--- src/rtl/compare_8_if.sv ---
// Bundles the threshold-load and compare signals of compare_8.
// master drives the inputs and samples out; slave is the comparator side.
interface compare_8_if;
    logic       set;
    logic [7:0] cmp_static;
    logic [7:0] cmp;
    logic       out;

    modport master (
        output set,
        output cmp_static,
        output cmp,
        input  out
    );

    modport slave (
        input  set,
        input  cmp_static,
        input  cmp,
        output out
    );
endinterface

--- src/rtl/compare_8.sv ---
// Registered 8-bit magnitude comparator: out <= (cmp < thr), where thr is loaded from cmp_static while set=1.
// Define COMPARE8_SYNC_EN to pass cmp through a 2-stage synchronizer first, which gives 3-cycle latency.
module compare_8 (
    input  logic        clk,
    input  logic        rst,
    compare_8_if.slave  bus
);

    logic [7:0] thr_q;
    logic [7:0] thr_d;
    logic       out_q;
    logic       out_d;
    logic [7:0] cmp_eff;

`ifdef COMPARE8_SYNC_EN
    logic [7:0] sync1_q;
    logic [7:0] sync1_d;
    logic [7:0] sync2_q;
    logic [7:0] sync2_d;

    always_comb begin
        sync1_d = bus.cmp;
        sync2_d = sync1_q;
    end

    always_ff @(posedge clk) begin
        if (rst) begin
            sync1_q <= 8'h00;
            sync2_q <= 8'h00;
        end else begin
            sync1_q <= sync1_d;
            sync2_q <= sync2_d;
        end
    end

    assign cmp_eff = sync2_q;
`else
    assign cmp_eff = bus.cmp;
`endif

    // The compare uses the current thr, so a value loaded on this edge only takes effect on the next one.
    always_comb begin
        thr_d = thr_q;
        if (bus.set) begin
            thr_d = bus.cmp_static;
        end
        out_d = (cmp_eff < thr_q);
    end

    always_ff @(posedge clk) begin
        if (rst) begin
            thr_q <= 8'h00;
            out_q <= 1'b0;
        end else begin
            thr_q <= thr_d;
            out_q <= out_d;
        end
    end

    assign bus.out = out_q;

endmodule

--- src/flat_wrapper.sv ---
// flat-port wrapper written by rule: the top's interface ports become plain ports
module compare_8_flat 
  (clk, rst, bus_set, bus_cmp_static, bus_cmp, bus_out);
  compare_8_if bus_i ();
  input  logic clk;
  input  logic rst;
  input wire logic [$bits(bus_i.set)-1:0] bus_set;
  input wire logic [$bits(bus_i.cmp_static)-1:0] bus_cmp_static;
  input wire logic [$bits(bus_i.cmp)-1:0] bus_cmp;
  output wire logic [$bits(bus_i.out)-1:0] bus_out;
  assign bus_i.set = bus_set;
  assign bus_i.cmp_static = bus_cmp_static;
  assign bus_i.cmp = bus_cmp;
  assign bus_out = bus_i.out;
  compare_8 u_core (.clk(clk), .rst(rst), .bus(bus_i));
endmodule
--- config.mk ---
export PLATFORM = sky130hd
export DESIGN_NAME = compare_8_flat
export DESIGN_NICKNAME = d
export VERILOG_FILES = /design/src/rtl/compare_8_if.sv /design/src/rtl/compare_8.sv /design/src/flat_wrapper.sv
export SDC_FILE = /design/constraint.sdc
export NUM_CORES = 1
export LEC_CHECK = 0
export BUFFER_PORTS_ARGS = -buffer_cell sky130_fd_sc_hd__buf_2
export CAP_MARGIN = 20
export CORE_AREA = 10 10 47 49
export CTS_CLUSTER_SIZE = 28
export DETAILED_ROUTE_END_ITERATION = 8
export DIE_AREA = 0 0 57 59
export PLACE_DENSITY = 0.66
export SLEW_MARGIN = 20
export SYNTH_ARGS = -nofsm -noshare
export SYNTH_HDL_FRONTEND = slang
export SYNTH_SLANG_ARGS = --single-unit
export TNS_END_PERCENT = 1
--- constraint.sdc ---
create_clock -name clk -period 1.8 [get_ports clk]
set_input_delay 0.36 -clock clk [delete_from_list [all_inputs] [get_ports clk]]
set_output_delay 0.36 -clock clk [all_outputs]
set_load 0.01 [all_outputs]
==> results of run 1 <==
## cells in the mapped netlist (all sizes together)
master,number
buf,1
o21ai,2
a2111oi,1
inv,7
nand4,1
ha,7
clkbuf,1
dfxtp,9
nand2,1
nor2b,1
nor2,11
mux2i,8
a211oi,2
## placed cells by master (no fill, tap or decap), drive strengths merged
master,Yosys,routed
ha,7,7
nand2,1,1
dfxtp,9,9
buf,1,19
mux2i,8,8
nor2b,1,1
clkbuf,1,3
a211oi,2,2
nor2,11,11
clkinv,0,1
o21ai,2,2
nand4,1,1
inv,7,7
a2111oi,1,1
## power breakdown
group          switching [mW]  internal [mW]  total (mW)
Clock                  0.0759         0.0820       0.158
Sequential            0.00534          0.212       0.217
Combinational          0.0387         0.0435      0.0822
Total                   0.120          0.337       0.457
## kinds of logic (layout without fill, tap and decap cells)
kind of cell	after synthesis	after routing	share of synthesized area (%)
AOI/OAI and AO/OA	5	5	8.33
adders and majority gates	7	7	18.2
and+or+nand+nor	14	14	12.0
DFF	9	9	37.5
muxes	8	8	16.7
buffers and inverters	9	30	7.29
## worst register-to-register path, cell delays in order, from the launching register on
cell       delay (ns)
dfxtp_1          0.33
inv_1            0.04
ha_1             0.29
a211oi_2         0.21
o21ai_1          0.08
a2111oi_1        0.35
## sequential cells by signal, indices dropped and copies added (netlist names)
signal	count
u_core.bus.out	1
u_core.thr_q	8
## worst max path at each step
stage | end | depth (start not counted) | startpoint
after global placement | u_core.bus.out$_SDFF_PP0_ | 5 | bus_cmp[2]
after CTS | u_core.bus.out$_SDFF_PP0_ | 5 | u_core.thr_q[2]$_SDFFE_PP0P_
after global routing | u_core.bus.out$_SDFF_PP0_ | 5 | u_core.thr_q[2]$_SDFFE_PP0P_
after detailed placement | u_core.bus.out$_SDFF_PP0_ | 5 | bus_cmp[2]
after floorplan | u_core.bus.out$_SDFF_PP0_ | 4 | bus_cmp[2]
final | u_core.bus.out$_SDFF_PP0_ | 5 | u_core.thr_q[2]$_SDFFE_PP0P_
## final cells by class
| type | count | area share, % |
|---|---|---|
| clock buffers | 3 | 3.67 |
| well taps | 16 | 3.26 |
| inverters | 7 | 4.28 |
| repair buffers | 19 | 15.5 |
| clock inverters | 1 | 0.815 |
| multi-input cells | 34 | 43.2 |
| flip-flops and latches | 9 | 29.3 |
## stage by stage
step	instances	cell area, um2	hold WS (ns)	utilization, %	total power, mW
after global placement	85	587	0.466	41.9	0.303
after CTS	89	614	0.322	43.8	0.467
after global routing	89	614	0.344	43.8	0.495
after detailed placement	85	587	0.481	41.9	0.306
after floorplan	52	480	0.452	-	0.274
final	89	614	0.330	43.8	0.457
## metal layers
layer,global-route usage (%),wire length (um)
met5,0,0
met4,5.03,11
met3,3.43,60
met2,9.92,503
met1,8.34,439
==> flow_summary.ini, run 1 <==
[outcome]
status = completed

[clocking]
postCtsSetupBuffers = 0
clock_latency_ns = 0.26
cts_hold_buf = 0
cts_resized = 0
cts.sinks = 9
h-tree-depth = 1
numCtsBuffers = 3
tritoncts = built
cts_root_buffer = clkbuf_4
clockBufferDepth = 2
path_clk_slew_ns = 0.07

[sta]
relSlewSlack_pct = 81.1
period_needed_ns = 1.42
final_max_slew_viol_count = 0
worst_slew_pin_slew_ns = 0.282
fin_skew_ns = 0.00580
rsz0062_at_grt = false
hold_viol = 0
setup_viol = 0
fin_ws_ns = 0.384
finalSetupTns_ns = 0
fin_crit_sh_pct = 78.7
max_freq_ghz = 0.706

[placement]
post-place-ws_ns = 0.264
post-dp-hpwl_um = 866
port_buffers = 19
gp_congestion = 0.752

[grt]
grt_pass1_vias = 467
grt_util_all_layers_pct = 7.14
grt-ovfl-total = 0
grt_max_degree = 10
grt_pass1_wl_um = 1910
antenna_found_initial = 0

[drt]
vias = 414
drtPass1Iterations = 3
routed_wl_um = 1010
drt-initial-drc-count = 3
via_per_inst = 4.65
drtAntennaViolNets = 0
wl_per_cell_um = 11.4
drc = 0

[floorplanning]
dieArea_um2 = 3360
die_w_um = 57
ioPinCount = 20
fp.dieH_um = 59
initial_core_util_pct = 34.3
core-area_um2 = 1400
rows = 14

[worst_setup_path]
cp.required_ns = 1.96
end_kind = register
crit_buf_inv = 1
path_class = reg2reg
crit_path_cell_trace = inv_1, ha_1, a211oi_2, o21ai_1, a2111oi_1
crit_path_top_delay_cell = a2111oi_1
arrival_ns = 1.57
reg2reg_to = u_core.bus.out$_SDFF_PP0_
r2r_start = u_core.thr_q[2]$_SDFFE_PP0P_
r2r_slack_ns = 0.38
critPathTopFamily = compound AO/OA/AOI/OAI gates
critPathLaunchType = register
reg2regPathDepth = 5
cp_max_fo = 2
cpPeakStageDelay_ns = 0.35

[cells_and_area]
multi_input_area_um2 = 265
n_fill_cell = 154
drive_gt1_share_pct = 32.9
antenna_cells = 0
area_delta_synth_final_pct = 27.9
num-nets-final = 100
regArea_um2 = 180

[min_path]
hold_path_class = in2reg
holdPathEnd = u_core.thr_q[1]$_SDFFE_PP0P_
hold_depth = 3
holdCritStartpoint = bus_cmp_static[1]

[synthesis]
yosysWarnings = 0
netlist_instances = 52
synth_top_area_cell = dfxtp_1
synthTopCellsByArea = dfxtp_1 (38%), ha_1 (18%), mux2i_1 (17%), nor2_1 (8.6%), inv_1 (5.5%)
synth_top_area_share_pct = 37.5
ys_seq_elements = 9
synth_nets = 78
ys_types = 15
netlist_area_um2 = 480
ys_seq_area_share_pct = 37.5
syn_avg_cell_area_um2 = 9.24

[pwr]
power_density_nw_per_um2 = 744
p_leak_nw = 0.309
vdd_drop_max_mv = 0.417

[flow_run]
maxCapViolCount = 0
No activity file was read; power rests on OpenSTA's default activity.
==> run 2, diff against run 1 <==
- PLACE_DENSITY: 0.66 -> 0.68
- clock period: 1.8 -> 1.26 ns (I/O delays scaled with it)
==> run 2 against run 1 <==
  * Highest routed layer unchanged
  * Combinational power rose by 80%
  * Clock-buffer cell count is the same
  * Die area stayed put
  * Global-route usage is 0.53 points lower
  * Utilization up 4.3 points
  * Cell count unchanged
  * The run now ends with setup timing left
  * Worst hold slack lost 0.11 ns
  * Clock skew decreased by 0.0023 ns
  * Worst setup slack worse by 0.40 ns
  * Sequential share of layout area fell by 1.5 points
==> flow_summary.ini, run 2 (synthesis results as in run 1) <==
[outcome]
status = finished with violations
violations = setup timing

[sta]
period_needed_ns = 1.27
hold_viol = 0
rsz0062_at_grt = true
fin_crit_sh_pct = 101
fin_skew_ns = 0.00354
setup_viol = 1
relSlewSlack_pct = 82.4
fin_ws_ns = -0.0121
max_freq_ghz = 0.786
final_max_slew_viol_count = 0
worst_slew_pin_slew_ns = 0.264
fin_hold_ws_ns = 0.221

[placement]
gp_congestion = 0.767
post-place-ws_ns = -0.0874
port_buffers = 19
post-dp-hpwl_um = 921
post_dp_cell_area_um2 = 599

[floorplanning]
core-area_um2 = 1400
die_w_um = 57
fp.dieH_um = 59
rows = 14
initial_core_util_pct = 34.3
dieArea_um2 = 3360
ioPinCount = 20

[cells_and_area]
final_cell_area_um2 = 674
layout_commonest_cell = buf_2
largest_reg_flops = 8
max_flop_register = u_core.thr_q
n_fill_cell = 156
multi_input_area_um2 = 318
largest_registers = u_core.thr_q: 8 flops, u_core.bus.out: 1 flops
antenna_cells = 0
num-nets-final = 100
area_delta_synth_final_pct = 40.4
drive_gt1_share_pct = 52.1
regArea_um2 = 188
layout_common_cells = buf_2 (19), nor2_1 (11), mux2i_1 (8), inv_1 (6), dfxtp_2 (6)

[drt]
wl_per_cell_um = 13.2
vias = 420
drt-initial-drc-count = 0
routed_wl_um = 1180
drtPass1Iterations = 1
drtAntennaViolNets = 0
drc = 0
via_per_inst = 4.72

[flow_run]
maxCapViolCount = 0

[clocking]
cts_hold_buf = 0
clock_latency_ns = 0.26
clockBufferDepth = 2
numCtsBuffers = 3
tritoncts = built
path_clk_slew_ns = 0.06
cts.sinks = 9
postCtsSetupBuffers = 0
cts_root_buffer = clkbuf_4
h-tree-depth = 1

[grt]
grt_util_all_layers_pct = 6.61
grt_pass1_wl_um = 1780
grt-ovfl-total = 0
grt_pass1_vias = 431
antenna_found_initial = 0
grt_max_degree = 10

[worst_setup_path]
crit_path_top_delay_cell = dfxtp_2
r2r_start = u_core.thr_q[2]$_SDFFE_PP0P_
arrival_ns = 1.43
critPathLaunchType = register
reg2reg_to = u_core.bus.out$_SDFF_PP0_
path_class = reg2reg
crit_end = u_core.bus.out$_SDFF_PP0_
reg2regPathDepth = 5
end_kind = register
crit_path_cell_trace = inv_2, ha_4, a211oi_2, o21ai_1, a2111oi_2
cpPeakStageDelay_ns = 0.33
cp.required_ns = 1.42
r2r_slack_ns = -0.01
cp_max_fo = 2
setup.worst_path.start = u_core.thr_q[2]$_SDFFE_PP0P_

[pwr]
finalPower_mw = 0.685
p_leak_nw = 0.313
vdd_drop_max_mv = 0.637
power_density_nw_per_um2 = 1020

[min_path]
hold_path_class = in2reg
run 2: cell types whose count changed in the layout (fill, tap and decap cells not counted), moves of 2 or more:
cell,previous run,this run
ha_4,0,3
dfxtp_2,0,6
ha_1,7,2
ha_2,0,2
dfxtp_1,9,3
run 2: per-stage QoR:
stage | cells | utilization, % | setup TNS [ns]
finish | 89 | 48.1 | -0.0121
global route | 89 | 48.1 | -0.0714
CTS | 89 | 45.4 | -0.0615
detailed placement | 85 | 42.8 | -0.0874
global placement | 85 | 42.8 | -0.0249
floorplan | 52 | - | 0
run 2: worst max-delay path: cells and delay by family (launching register included):
kind | cells | cell delay (ns)
fa+ha+maj | 1 | 0.21
flops | 1 | 0.33
buf+inv | 1 | 0.04
compound gates | 3 | 0.59
run 2: worst min-delay path by stage:
stage	start	endpoint	slack, ns	cells after the start
global placement	u_core.thr_q[0]$_SDFFE_PP0P_	u_core.thr_q[0]$_SDFFE_PP0P_	0.47	2
global route	bus_cmp_static[5]	u_core.thr_q[5]$_SDFFE_PP0P_	0.20	3
detailed placement	u_core.thr_q[5]$_SDFFE_PP0P_	u_core.thr_q[5]$_SDFFE_PP0P_	0.48	2
CTS	bus_cmp_static[5]	u_core.thr_q[5]$_SDFFE_PP0P_	0.22	3
floorplan	bus_cmp_static[0]	u_core.thr_q[0]$_SDFFE_PP0P_	0.40	2
finish	bus_cmp_static[5]	u_core.thr_q[5]$_SDFFE_PP0P_	0.22	3
run 2: area by class of cell:
cell class | instances | area share (%)
multi-input cells | 34 | 47.1
repair buffers | 19 | 14.1
well taps | 16 | 2.97
clock buffers | 3 | 3.34
flip-flops and latches | 9 | 27.8
clock inverters | 1 | 0.742
inverters | 7 | 3.90
run 2: what timing repair did:
item,CTS,global route
resized for setup,6,7
pin swaps,2,3
endpoints found under the setup margin,1,1
run 2: report_power, final:
part	switching, mW	leakage, nW	internal, mW
Combinational	0.0699	0.218	0.0786
Sequential	0.00788	0.0765	0.305
Clock	0.106	0.0177	0.117
run 2: layer usage:
layer  routed length, um  vias to the layer above  global-route usage, %
met4                   4                        0                   1.01
met1                 448                      184                   6.03
met3                 121                        2                   5.15
li1                    -                      217                      -
met2                 601                       17                   11.6
met5                   0                        -                      0
==> run 3, diff against run 2 <==
- PLACE_DENSITY: 0.68 -> 0.66
- clock period: 1.26 -> 1.43 ns (I/O delays scaled with it)
==> run 3 against run 2 <==
  * The run now ends clean
  * Highest routed layer unchanged
  * Register-to-register slack better by 0.13 ns
  * Combinational power down 22%
  * Power down 15%
  * Via count down 3.1%
  * Routed wire length down 11%
  * Clock-buffer cell count up 1
  * Utilization down 2.5 points
  * Sequential power down 12%
  * First-iteration DRC count up 4
  * Cell area down 5.2%
  * Die area unchanged
  * Sequential share of layout area up 0.94 points
==> flow_summary.ini, run 3 (synthesis results as in run 1) <==
[outcome]
status = completed

[pwr]
finalPower_mw = 0.584
power_density_nw_per_um2 = 914
p_leak_nw = 0.306
vdd_drop_max_mv = 0.456

[clocking]
cts.sinks = 9
path_clk_slew_ns = 0.06
cts_root_buffer = clkbuf_4
h-tree-depth = 1
tritoncts = built
cts_hold_buf = 0
clock_latency_ns = 0.26
numCtsBuffers = 3
clockBufferDepth = 2
postCtsSetupBuffers = 0

[drt]
drtAntennaViolNets = 0
routed_wl_um = 1040
wl_per_cell_um = 11.7
vias = 407
drc = 0
drt-initial-drc-count = 4
drtPass1Iterations = 2
via_per_inst = 4.57

[floorplanning]
dieArea_um2 = 3360
rows = 14
ioPinCount = 20
fp.dieH_um = 59
die_w_um = 57
initial_core_util_pct = 34.3
core-area_um2 = 1400

[grt]
grt-ovfl-total = 0
grt_pass1_wl_um = 1840
grt_util_all_layers_pct = 6.79
antenna_found_initial = 0
grt_pass1_vias = 454
grt_max_degree = 10

[worst_setup_path]
arrival_ns = 1.48
cp_num_cells = 5
path_class = reg2reg
end_kind = register
reg2reg_to = u_core.bus.out$_SDFF_PP0_
crit_buf_inv = 1
cpPeakStageDelay_ns = 0.35
cp.required_ns = 1.59
r2r_slack_ns = 0.11
crit_end = u_core.bus.out$_SDFF_PP0_
setup.worst_path.start = u_core.thr_q[2]$_SDFFE_PP0P_
critPathTopFamily = compound AO/OA/AOI/OAI gates
critPathLaunchType = register
reg2regPathDepth = 5
cp_max_fo = 2
r2r_start = u_core.thr_q[2]$_SDFFE_PP0P_
crit_path_top_delay_cell = a2111oi_2
crit_path_cell_trace = inv_2, ha_4, a211oi_2, o21ai_1, a2111oi_2

[placement]
post-place-ws_ns = -0.0745
port_buffers = 19
post_dp_cell_area_um2 = 587
post-dp-hpwl_um = 860
gp_congestion = 0.765

[cells_and_area]
drive_gt1_share_pct = 42.5
antenna_cells = 0
n_fill_cell = 139
layout_commonest_cell = buf_2
num-nets-final = 100
layout_common_cells = buf_2 (19), nor2_1 (11), mux2i_1 (8), inv_1 (6), dfxtp_1 (6)
final_cell_area_um2 = 639
max_flop_register = u_core.thr_q
area_delta_synth_final_pct = 33.1
largest_registers = u_core.thr_q: 8 flops, u_core.bus.out: 1 flops
largest_reg_flops = 8

[sta]
max_freq_ghz = 0.759
relSlewSlack_pct = 83.7
hold_viol = 0
fin_ws_ns = 0.113
fin_crit_sh_pct = 92.1
fin_skew_ns = 0.00223
rsz0062_at_grt = false
final_max_slew_viol_count = 0
setup_viol = 0
period_needed_ns = 1.32
worst_slew_pin_slew_ns = 0.244
finalSetupTns_ns = 0

[flow_run]
maxCapViolCount = 0

[min_path]
hold_path_class = in2reg
[run 3: cell types whose count changed in the layout (fill, tap and decap cells not counted), moves of 2 or more]
cell,previous run,this run
ha_4,3,1
ha_1,2,4
dfxtp_2,6,3
dfxtp_1,3,6
[run 3: per-stage QoR]
stage          hold WS (ns)  utilization [%]  std cells
2_1_floorplan         0.433                -         52
3_3_place_gp          0.467             41.9         85
3_5_place_dp          0.484             41.9         85
4_1_cts               0.254             43.8         89
5_1_grt               0.304             45.6         89
6_report              0.260             45.6         89
[run 3: where the power goes]
group | internal, mW | leakage, nW | switching (mW)
sequential | 0.268 | 0.0754 | 0.00695
combinational | 0.0601 | 0.216 | 0.0546
clock | 0.107 | 0.0150 | 0.0875
total | 0.435 | 0.306 | 0.149
[run 3: timing repair]
| action | 4_1_cts | 5_1_grt |
|---|---|---|
| pin swaps | 1 | 2 |
| gates resized for setup | 0 | 8 |
| setup endpoints to repair | 1 | 1 |
[run 3: area by class of cell]
cell class	instances	area [um2]	share of cell area, %
Clock buffer	4	26.3	4.11
Tap cell	16	20.0	3.13
Timing Repair Buffer	19	95.1	14.9
Sequential cell	9	184	28.8
Multi-Input combinational cell	34	288	45.0
Inverter	7	26.3	4.11
[run 3: worst min-delay path: stages]
cell     delay [ns]
buf_2          0.07
mux2i_1        0.05
nor2_1         0.07
[run 3: worst min-delay path by stage]
stage	cells past startpoint	end	slack (ns)	from
after global placement	2	u_core.thr_q[0]$_SDFFE_PP0P_	0.47	u_core.thr_q[0]$_SDFFE_PP0P_
after global routing	3	u_core.thr_q[4]$_SDFFE_PP0P_	0.30	bus_cmp_static[4]
final	3	u_core.thr_q[0]$_SDFFE_PP0P_	0.26	bus_cmp_static[0]
after CTS	3	u_core.thr_q[7]$_SDFFE_PP0P_	0.25	bus_cmp_static[7]
after floorplan	2	u_core.thr_q[0]$_SDFFE_PP0P_	0.43	bus_cmp_static[0]
after detailed placement	2	u_core.thr_q[1]$_SDFFE_PP0P_	0.48	u_core.thr_q[1]$_SDFFE_PP0P_
[run 3: layer usage]
metal / wire length [um] / track usage, % / up-vias
met2: 488 / 8.84 / 10
met5: 0 / 0 / -
li1: - / - / 217
met4: 11 / 6.04 / 0
met1: 498 / 8.80 / 178
met3: 44 / 1.72 / 2
